`config.mk`:
```
export PLATFORM = sky130hd
export DESIGN_NAME = count_updown_mod
export DESIGN_NICKNAME = d
export VERILOG_FILES = /design/src/rtl/count_pkg.sv /design/src/rtl/count_updown_mod_bin2bcd.sv /design/src/rtl/count_updown_mod.sv
export SDC_FILE = /design/constraint.sdc
export NUM_CORES = 1
export LEC_CHECK = 0
export BUFFER_PORTS_ARGS = -buffer_cell sky130_fd_sc_hd__buf_2
export CAP_MARGIN = 20
export CELL_PAD_IN_SITES_DETAIL_PLACEMENT = 1
export CELL_PAD_IN_SITES_GLOBAL_PLACEMENT = 2
export CORE_UTILIZATION = 32
export CTS_CLUSTER_DIAMETER = 50
export DETAILED_ROUTE_END_ITERATION = 10
export PLACE_DENSITY = 0.88
export SYNTH_ARGS = -nofsm -noshare
export SYNTH_HDL_FRONTEND = slang
export SYNTH_HIERARCHICAL = 1
export SYNTH_SLANG_ARGS = --single-unit
```
`constraint.sdc`:
```
create_clock -name clk -period 2.8 [get_ports clk]
set_input_delay 0.28 -clock clk [delete_from_list [all_inputs] [get_ports clk]]
set_output_delay 0.28 -clock clk [all_outputs]
set_load 0.02 [all_outputs]
```
`src/rtl/count_pkg.sv`:
```
// Shared definitions for the count_updown_mod counter family: direction codes
// and elaboration-time width helpers.
package count_pkg;

  localparam logic DIR_UP = 1'b1;
  localparam logic DIR_DN = 1'b0;

  function automatic int unsigned clog2(input longint unsigned value);
    for (int unsigned r = 0; r < 64; r++) begin
      if ((64'd1 << r) >= value) return r;
    end
    return 64;
  endfunction

  // True when every value 0..max_count is representable in width bits.
  function automatic bit fits_width(input int unsigned max_count, input int unsigned width);
    return clog2(longint'(max_count) + 1) <= width;
  endfunction

endpackage

```
`src/rtl/count_updown_mod_bin2bcd.sv`:
```
// bin2bcd_dd: combinational double-dabble binary to packed BCD converter,
// digit 0 in bits [3:0].
module bin2bcd_dd #(
  parameter int unsigned WIDTH      = 7,
  parameter int unsigned BCD_DIGITS = 3
) (
  input  logic [WIDTH-1:0]        bin,
  output logic [4*BCD_DIGITS-1:0] bcd
);

  logic [WIDTH-1:0]        shift;
  logic [4*BCD_DIGITS-1:0] acc;

  always_comb begin
    shift = bin;
    acc   = '0;
    for (int unsigned i = 0; i < WIDTH; i++) begin
      // Add-3 correction on every digit before each shift keeps digits decimal.
      for (int unsigned d = 0; d < BCD_DIGITS; d++) begin
        if (acc[4*d +: 4] > 4'd4) acc[4*d +: 4] = acc[4*d +: 4] + 4'd3;
      end
      acc   = {acc[4*BCD_DIGITS-2:0], shift[WIDTH-1]};
      shift = shift << 1;
    end
    bcd = acc;
  end

endmodule

```
`src/rtl/count_updown_mod.sv`:
```
// count_updown_mod: modulo-(MAX_COUNT+1) up/down counter with clear, load,
// cascade terminal count and wrap pulse. Define COUNT_BCD_EN to add bcd_out.
module count_updown_mod
  import count_pkg::*;
#(
  parameter int unsigned WIDTH       = 7,
  parameter int unsigned MAX_COUNT   = 99,
  parameter int unsigned RESET_VALUE = 0,
  parameter int unsigned BCD_DIGITS  = 3
) (
  input  logic                    clk,
  input  logic                    async_reset_n,
  input  logic                    enable,
  input  logic                    up_dn,
  input  logic                    sync_clear,
  input  logic                    load,
  input  logic [WIDTH-1:0]        load_value,
  output logic [WIDTH-1:0]        count_out,
  output logic                    tc_out,
  output logic                    wrap_pulse
`ifdef COUNT_BCD_EN
  ,
  output logic [4*BCD_DIGITS-1:0] bcd_out
`endif
);

  if (!fits_width(MAX_COUNT, WIDTH)) begin : g_bad_width
    $error("count_updown_mod: MAX_COUNT does not fit in WIDTH bits");
  end
  if (RESET_VALUE > MAX_COUNT) begin : g_bad_reset
    $error("count_updown_mod: RESET_VALUE exceeds MAX_COUNT");
  end
  if (BCD_DIGITS == 0) begin : g_bad_digits
    $error("count_updown_mod: BCD_DIGITS must be at least 1");
  end

  localparam logic [WIDTH-1:0] MAX_C = WIDTH'(MAX_COUNT);
  localparam logic [WIDTH-1:0] RST_C = WIDTH'(RESET_VALUE);

  logic             at_max;
  logic             at_zero;
  logic             over_max;
  logic [WIDTH-1:0] load_clamped;
  logic [WIDTH-1:0] count_next;
  logic             wrap_next;

  assign at_max       = (count_out == MAX_C);
  assign at_zero      = (count_out == '0);
  assign over_max     = (count_out > MAX_C);
  assign load_clamped = (load_value > MAX_C) ? MAX_C : load_value;

  // Combinational so a downstream digit's enable sees it in the same cycle.
  assign tc_out = enable & ~sync_clear & ~load & ((up_dn == DIR_UP) ? at_max : at_zero);

  always_comb begin
    count_next = count_out;
    wrap_next  = 1'b0;
    if (sync_clear) begin
      count_next = RST_C;
    end else if (load) begin
      count_next = load_clamped;
    end else if (enable) begin
      if (up_dn == DIR_UP) begin
        count_next = (at_max || over_max) ? '0 : count_out + WIDTH'(1);
        wrap_next  = at_max;
      end else begin
        count_next = (at_zero || over_max) ? MAX_C : count_out - WIDTH'(1);
        wrap_next  = (up_dn == DIR_DN) && at_zero;
      end
    end
  end

  always_ff @(posedge clk or negedge async_reset_n) begin
    if (!async_reset_n) begin
      count_out  <= RST_C;
      wrap_pulse <= 1'b0;
    end else begin
      count_out  <= count_next;
      wrap_pulse <= wrap_next;
    end
  end

`ifdef COUNT_BCD_EN
  bin2bcd_dd #(
    .WIDTH      (WIDTH),
    .BCD_DIGITS (BCD_DIGITS)
  ) u_bcd (
    .bin (count_out),
    .bcd (bcd_out)
  );
`endif

endmodule

```
==> flow_metrics.tcl <==
set metrics [dict create \
    status "finished, final reports clean" \
    p_switching_w 0.000177 \
    drtIter0Drc 13 \
    port_buffers 21 \
    switching_share 0.418 \
    grt_antenna_before_repair 0 \
    seq_area_um2 200 \
    maxCapViolations 0 \
    drive_gt1_frac 0.269 \
    grt_pass1_vias 897 \
    die_y_um 55.0 \
    p_leak_nw 0.454 \
    grt_use_met1 0.299 \
    hold_depth 3 \
    end_kind "output port" \
    syn_nets 130 \
    routed_wirelength_um 2800 \
    rsz0062_at_grt "false" \
    multi_input_area_um2 632 \
    synth-seq-area-share 0.223 \
    clock_sinks 8 \
    numCtsBuffers 3 \
    nets 148 \
    htreeDepth 1 \
    ys.flop_type "dfrtp_1" \
    grt_use_total 0.217 \
    yosysTopAreaCellShare 0.223 \
    worstSetupStartpointType "register" \
    setup_viol_count_final 0 \
    fmax_ghz 0.430 \
    grt_busiest_layer "met2" \
    postLayoutCellArea_mm2 0.00103 \
    drc 0 \
    viasPerCell 5.85 \
    grt_max_degree 19 \
    critPathArrivalTime_ns 2.05 \
    hold_path.class "in2reg" \
    async_flop_share 1.00 \
    fin_tns_setup_ns 0 \
    rows 18 \
    p_clk_frac 0.228 \
    vias 936 \
    fin_util 0.400 \
    start_util 0.350 \
    synthesis.area_um2 900 \
    avgSynthCellArea_um2 7.89 \
    synth.distinct_cells 41 \
    setup_slack_ns 0.472 \
    clock-root-buffer "clkbuf_4" \
    first_pass_iters 4 \
    r2r_cells 7 \
    num_antenna_cells 0 \
    synth_seq_cells 8 \
    fillCellCount 331 \
    hold_viol 0 \
    critPathMaxFanout 11 \
    yosysWarnings 6 \
    synthCells 114 \
    die_area_mm2 0.00303 \
    required_ns 2.52 \
    wl_per_cell_um 17.5 \
    slew_headroom 0.691 \
    p_int_w 0.000247 \
    grt_pass1_wl_um 4470 \
    synth_edf_count 0 \
    power_density_mw_per_mm2 413 \
    timing.final.crit_share 0.831 \
    cts_resized 0 \
    design.core.area_mm2 0.00257 \
    drv_slew 0 \
    place_ws_ns 0.737 \
    ant_nets 0 \
    dpl_cell_area_um2 993 \
    io_pins 22 \
    worstMarginPinSlew_ns 0.463 \
    cts_tree "yes" \
    synth_top_area_cell "dfrtp_1" \
    fin_skew_ns 0.00646 \
    place_congestion 0.809 \
    die_w_um 55.0 \
    use_met2 0.345 \
    crit_type "reg2out" \
    path_clk_slew_ns 0.06 \
    place_hpwl_um 2160 \
    vdd_drop_max_v 0.000230 \
    combPwrFrac 0.414 \
    period_needed_ns 2.33 \
    yosys-top-cells-area "dfrtp_1 (22%), nand2_1 (4.6%), nor3_1 (4.5%)" \
    grt_util_met3 0.0519 \
    overflow 0 \
    cts.path.max_buffers 2 \
    syn2layout_area_growth_pct 14.0 \
    total_power_w 0.000424 \
    insertion_delay_ns 0.26 \
    seq_power_share 0.358 \
]
==> flip-flops by register name (all words and copies together) (netlist names) <==
signal and flops:
wrap_pulse 1, count_out 7
==> worst max-delay path, cell delays in order (launching register included) <==
cell and delay (ns):
dfrtp_1 0.51, inv_1 0.15, ha_1 0.19, or3b_4 0.43, o22ai_1 0.17, and3_1 0.18, buf_2 0.16
==> final timing paths <==
path	startpoint	to	slack, ns
min reg2reg	count_out[4]	count_out[4]	0.69
min in group asynchronous	async_reset_n	count_out[3]	0.40
max	count_out[0]	tc_out	0.47
min	load_value[6]	count_out[6]	0.32
max in group asynchronous	async_reset_n	wrap_pulse	2.20
max reg2reg	count_out[0]	count_out[3]	0.73
==> power groups by stage <==
stage / sequential (W) / combinational, W / clock [W]
after floorplan: 0.000147 / 0.000133 / 0
after global placement: 0.000151 / 0.000171 / 0
after detailed placement: 0.000153 / 0.000175 / 0
after CTS: 0.000151 / 0.000177 / 0.000100
after global routing: 0.000154 / 0.000195 / 0.000106
final: 0.000152 / 0.000175 / 0.0000966
==> routing by layer <==
metal	vias to the layer above	routed length [µm]
li1	453	-
met1	458	1320
met2	25	1360
met3	0	125
met4	0	0
met5	-	0
==> cells in the mapped netlist (2+ instances only) <==
cell type and n:
nor2b_1 2, clkbuf_1 4, a31o_2 2, a21oi_1 7
nand3b_1 2, buf_2 3, xor2_1 3, a31oi_1 6
xnor2_1 2, ha_1 3, a211oi_1 3, nor3b_1 2
nor3_1 8, nor3_4 2, nor2_1 8, nand3_1 3
and3_1 4, nand2_1 11, dfrtp_1 8, o21ai_0 6
inv_1 5
==> cell type report <==
cell class	instances	share of cell area
Inverter	5	0.0183
Sequential cell	8	0.195
Timing Repair Buffer	22	0.112
Tap cell	30	0.0366
Multi-Input combinational cell	92	0.616
Clock buffer	3	0.0220
==> per-stage QoR <==
| stage | hold WS (ns) | std cells |
|---|---|---|
| after floorplan | -0.0156 | 114 |
| after global placement | 0.147 | 156 |
| after detailed placement | 0.147 | 156 |
| after CTS | 0.313 | 160 |
| after global routing | 0.350 | 160 |
| final | 0.320 | 160 |
==> kinds of logic after synthesis <==
logic type | Yosys count | synth area share
and+or+nand+nor | 49 | 0.330
AOI/OAI and AO/OA | 35 | 0.282
DFF | 8 | 0.223
adders and majority gates | 3 | 0.0417
buffers and inverters | 14 | 0.0751
xor gates and xnor gates | 5 | 0.0487
==> layout by cell type (no fill, tap or decap), drive strengths merged <==
master / count
buf: 21
nand2: 11
nor3: 10
nor2: 9
dfrtp: 8
a21oi: 8
o21ai: 6
a31oi: 6
inv: 5
and3: 4
nand3: 3
a211oi: 3
xor2: 3
ha: 3
clkbuf: 3
nor2b: 2
a31o: 2
nand3b: 2
xnor2: 2
nor3b: 2
or3: 2
or3b: 1
o22ai: 1
nor4: 1
o32ai: 1
a21boi: 1
a2111oi: 1
o31ai: 1
nand4b: 1
o21a: 1
a211o: 1
o21ba: 1
o211ai: 1
or2: 1
o41ai: 1
dlygate4sd3: 1
==> what timing repair did <==
action / 4_1_cts / 5_1_grt
hold buffers: 1 / 0
endpoints found under the hold margin: 8 / 0
setup buffers: 0 / 0
(Power assumes the default switching activity.)
